<file path="src/rtl/mem_stage.sv">
// Memory stage: EXE/MEM register, req/ack word-memory access for LDR/STR, and the
// MEM/WB register. Holds the upstream pipeline (freeze) while an access is in flight.
module mem_stage #(
  parameter logic [31:0] ADDR_BASE = 32'd1024,
  parameter int          ADDR_W    = 16
) (
  input  logic              clk,
  input  logic              rst,
  input  logic              exe_valid,
  input  logic              mem_read_en,
  input  logic              mem_write_en,
  input  logic              wb_en,
  input  logic [3:0]        dest,
  input  logic [31:0]       alu_res,
  input  logic [31:0]       val_Rm,
  output logic              freeze,
  output logic              mem_req,
  output logic              mem_we,
  output logic [ADDR_W-1:0] mem_addr,
  output logic [31:0]       mem_wdata,
  input  logic              mem_ack,
  input  logic [31:0]       mem_rdata,
  output logic              wb_valid,
  output logic              wb_en_out,
  output logic              mem_read_out,
  output logic [3:0]        dest_out,
  output logic [31:0]       alu_res_out,
  output logic [31:0]       mem_data_out
);

  typedef enum logic [1:0] {IDLE, ACCESS, DONE} state_t;

  typedef struct packed {
    logic        valid;
    logic        rd;
    logic        wr;
    logic        wb_en;
    logic [3:0]  dest;
    logic [31:0] alu_res;
    logic [31:0] val_rm;
  } exe_req_t;

  exe_req_t    req_q;
  state_t      state_q, state_d;
  logic        memop;
  logic        wb_load;
  logic [31:0] byte_off;

  assign memop    = req_q.valid & (req_q.rd | req_q.wr);
  assign byte_off = req_q.alu_res - ADDR_BASE;

  always_ff @(posedge clk or negedge rst) begin
    if (!rst) begin
      req_q   <= '0;
      state_q <= IDLE;
    end else begin
      state_q <= state_d;
      if (!freeze) begin
        req_q.valid   <= exe_valid;
        req_q.rd      <= mem_read_en;
        req_q.wr      <= mem_write_en;
        req_q.wb_en   <= wb_en;
        req_q.dest    <= dest;
        req_q.alu_res <= alu_res;
        req_q.val_rm  <= val_Rm;
      end
    end
  end

  always_comb begin
    state_d = state_q;
    freeze  = 1'b0;
    mem_req = 1'b0;
    wb_load = 1'b0;
    case (state_q)
      IDLE: begin
        if (memop) begin
          freeze  = 1'b1;
          state_d = ACCESS;
        end else begin
          wb_load = 1'b1;
        end
      end
      ACCESS: begin
        freeze  = 1'b1;
        mem_req = 1'b1;
        if (mem_ack) state_d = DONE;
      end
      DONE: begin
        wb_load = 1'b1;
        state_d = IDLE;
      end
      default: state_d = IDLE;
    endcase
  end

  // Memory-side outputs are gated by mem_req so they read 0 outside an access;
  // within ACCESS the input register is frozen, keeping them stable.
  assign mem_we    = mem_req & req_q.wr;
  assign mem_addr  = mem_req ? byte_off[ADDR_W+1:2] : '0;
  assign mem_wdata = mem_req ? req_q.val_rm : '0;

  always_ff @(posedge clk or negedge rst) begin
    if (!rst) begin
      wb_valid     <= 1'b0;
      wb_en_out    <= 1'b0;
      mem_read_out <= 1'b0;
      dest_out     <= '0;
      alu_res_out  <= '0;
      mem_data_out <= '0;
    end else begin
      // A set write enable wins over read, so only pure loads update load data.
      if (state_q == ACCESS && mem_ack && !req_q.wr)
        mem_data_out <= mem_rdata;
      if (wb_load) begin
        wb_valid     <= req_q.valid;
        wb_en_out    <= req_q.valid & req_q.wb_en;
        mem_read_out <= req_q.valid & req_q.rd;
        dest_out     <= req_q.dest;
        alu_res_out  <= req_q.alu_res;
      end
    end
  end

endmodule

</file>
<file path="config.mk">
export PLATFORM = sky130hd
export DESIGN_NAME = mem_stage
export DESIGN_NICKNAME = d
export VERILOG_FILES = /design/src/rtl/mem_stage.sv
export SDC_FILE = /design/constraint.sdc
export NUM_CORES = 1
export LEC_CHECK = 0
export CAP_MARGIN = 20
export CORE_UTILIZATION = 25
export CTS_CLUSTER_DIAMETER = 200
export DETAILED_ROUTE_END_ITERATION = 10
export GPL_ROUTABILITY_DRIVEN = 0
export GPL_TIMING_DRIVEN = 0
export SETUP_SLACK_MARGIN = 0.05
export SYNTH_ARGS = -nofsm -noshare
export SYNTH_HDL_FRONTEND = slang
export SYNTH_SLANG_ARGS = --single-unit
</file>
<file path="constraint.sdc">
create_clock -name clk -period 1.87 [get_ports clk]
set_input_delay 0.2805 -clock clk [delete_from_list [all_inputs] [get_ports clk]]
set_output_delay 0.2805 -clock clk [all_outputs]
set_load 0.005 [all_outputs]
</file>
==> key figures <==
CTS
  – CTS tree: yes
  – Max Root-Sink Buffers: 2
  – Worst-Skew Late Latency: just over 0.4 ns
  – CTS Root Cell: clkbuf_16
  – Clock Sinks: approximately 150
  – H-tree levels: 4
  – Num CTS Buffers: 17
  – Clock transition at the registers of the reported paths: roughly 0.060 ns

Synth
  – Mean Syn Cell Area: 15.2 µm²
  – Post-synth cell types: 26
  – Seq/Total Area, Yosys: roughly 62%
  – Post-synthesis mux area share: between 20% and 30%
  – Synthesized Nets: around 500
  – Mapped Cells: 386
  – Largest family of logic cells by synthesized area: multiplexers
  – Synth Area in Compound Gates: between 1.5 and 2%
  – Synthesized flop and latch total: 145
  – Netlist Area Pre-Place: slightly below 6000 µm²
  – Xor/xnor share of the synthesized area: less than 1%
  – Adder-cell share of the synthesized area: less than 1%
  – Post-Synth Simple-Gate Area: under 10%
  – Syn. warnings: 0

Power
  – Power Dens Cells: roughly 1900 nW/µm²
  – Combinational share of power: between 50% and 60%
  – Leak Pwr: between 0.004 and 0.005 µW
  – Maximum VDD drop: between 600 and 700 µV
  – Internal: about 13000 µW
  – Sw power: 5690 µW
  – Clock network power share: approximately 17%
  – Power Total: 18900 µW
  – Seq pwr share: between 30% and 40%
  – Switching share of total power: a little under a third

Route
  – Vias post-DR: 4172
  – Wire length per cell: between 15 and 20 µm
  – 1st-iter DRT viols: 94
  – Pre-Repair DR Iteration Count: 4
  – Routed WL: about 17 mm
  – ANT nets after route: 0
  – Post-route DRC: 0
  – Via density: about 4.1

STA
  – Final setup vio count: 45
  – Tmin final: approximately 2.2 ns
  – Worst hold slack: between 0.4 and 0.5 ns
  – Fin crit share: 118%
  – RSZ-0062 raised after global routing: yes
  – Slew headroom: between 50 and 60%
  – Final Hold Fails: 0
  – Clock skew: slightly below 0.009 ns
  – Fin worst setup slack: -0.345 ns
  – Fmax: 451 MHz
  – Slew Limit Fails: 0
  – Worst slew pin tran: between 0.6 and 0.7 ns

Global route
  – Largest net degree at the start of global routing: 78
  – First-pass GRT wire length: approximately 25 mm
  – Initial antenna violation count: 0
  – GRT Overall Usage: between 10% and 20%
  – Total gr overflow: 0
  – Vias in the first global route: roughly 4600

Worst setup path
  – Startpoint Class: flop
  – Critical Path Sink Type: output pin
  – FF-to-FF End: req_q[10]
  – Flop2flop setup slack: roughly 0.11 ns
  – CP Max Fanout: 4
  – WP data arrival: between 1.5 and 2 ns
  – R2R Path Start: state_q[1]
  – Critical path type: flop to output pin
  – WP data required: 1.59 ns
  – Worst Reg-to-Reg Cells: 7

Place
  – Placed cell area: 8550 µm²
  – Hpwl dp: 11.3 mm
  – Place WS: -0.813 ns
  – I/O Buffers: 228

Outcome
  – Status: finished, violations left
  – Violated checks: setup timing

Cells and area
  – Final instance area: slightly below 10000 µm²
  – Area overhead of the layout relative to synthesis: 69.1%
  – Commonest non-fill, non-tap cells in the layout: clkdlybuf4s50_1, dfrtp_1, mux2_2
  – Layout cell share with drive strength beyond 1: 49.4%
  – Commonest non-fill, non-tap cell in the layout: clkdlybuf4s50_1
  – Final design utilization: 43.4%
  – Filler cells: between 2000 and 2500
  – Fin nets: 790
  – ANT cells: 0

Min path
  – Min-delay worst type: input port to async pin

Run
  – Max Cap Viol: 0

Floorplan
  – Initial core utilization: between 20 and 30%
  – Core area: 22800 µm²
  – Row cnt: 55
  – Die X: ~150 µm
  – Die Y: roughly 150 µm
  – I/O Pins: around 230
  – Overall die area: between 20000 and 25000 µm²
sequential cells by signal, indices dropped and copies added, names as in the netlist:
name          count
req_q            72
alu_res_out      32
mem_data_out     32
dest_out          4
state_q           2
mem_read_out      1
wb_en_out         1
wb_valid          1
cell families (layout without fill, tap and decap cells):
family                     after synthesis  count (layout)
DFF                                    145             145
xor gates and xnor gates                 2               2
AOI/OAI and AO/OA                       13              13
buffers and inverters                   25             334
and+or+nand+nor                         58              58
muxes                                  142             142
adders and majority gates                1               1
worst max-delay path: stages (launching register included):
cell and delay, ns:
dfrtp_2 0.42, or4_4 0.55, or3_4 0.34, a21oi_2 0.11
buf_2 0.12
power groups by stage:
stage	clock, µW	sequential (µW)	combinational (µW)
after floorplan	0	5610	3950
after global placement	0	5680	7780
after detailed placement	0	5770	7940
after CTS	3370	5730	9460
after global routing	3500	5980	10600
final	3250	5750	9870
worst max-delay path by stage:
stage               startpoint               to  cells after the start
CTS                  req_q[42]     mem_addr[13]                      4
detailed placement  state_q[1]      mem_addr[3]                      6
global placement           rst  alu_res_out[13]                      1
floorplan            req_q[46]     mem_addr[15]                      3
global route         req_q[46]     mem_addr[15]                      4
finish               req_q[42]     mem_addr[13]                      4
cell type report:
class / count / area [µm²] / share of cell area [%]
clock inverters: 15 / 135 / 1.37
well taps: 313 / 392 / 3.96
repair buffers: 277 / 2850 / 28.8
flip-flops and latches: 145 / 3630 / 36.7
repair inverters: 1 / 7.51 / 0.0759
inverters: 6 / 28.8 / 0.291
plain buffers: 18 / 184 / 1.86
clock buffers: 17 / 425 / 4.30
multi-input cells: 216 / 2240 / 22.7
cells in the mapped netlist (all sizes together):
library cell / number / area, µm²
o21ai: 5 / 36.3
a21oi: 3 / 15.0
mux2i: 2 / 20.0
buf: 16 / 108
o21bai: 1 / 7.51
nand2: 2 / 7.51
xnor2: 2 / 17.5
ha: 1 / 12.5
nand2b: 2 / 12.5
clkbuf: 3 / 11.3
nor2: 4 / 15.0
inv: 6 / 22.5
o22a: 1 / 8.76
nor3b: 2 / 20.0
o31ai: 2 / 15.0
o211ai: 1 / 7.51
mux2: 140 / 1580
or3: 3 / 18.8
dfrtp: 145 / 3630
or4: 2 / 22.5
and2: 43 / 269
repair_timing:
item | 4_1_cts | 5_1_grt
resized for setup | 282 | 65
endpoints found under the hold margin | 68 | 0
hold buffers | 1 | 0
pin swaps | 40 | 8
setup buffers | 33 | 13
gates cloned | 5 | 0
setup endpoints to repair | 81 | 121
per-layer routing:
layer / wire [µm] / vias up / track usage, %
li1: - / 1924 / -
met2: 8460 / 136 / 23.6
met5: 0 / - / 0
met4: 251 / 0 / 4.15
met3: 1050 / 19 / 5.18
met1: 6860 / 2093 / 16.7
metrics by stage:
step	instances	setup TNS (ns)
after floorplan	386	0
after global placement	927	-777.82
after detailed placement	928	-34.81
after CTS	999	-11.26
after global routing	1008	-14.58
final	1008	-10.44
Note: power is estimated with default switching activity, not from simulation.
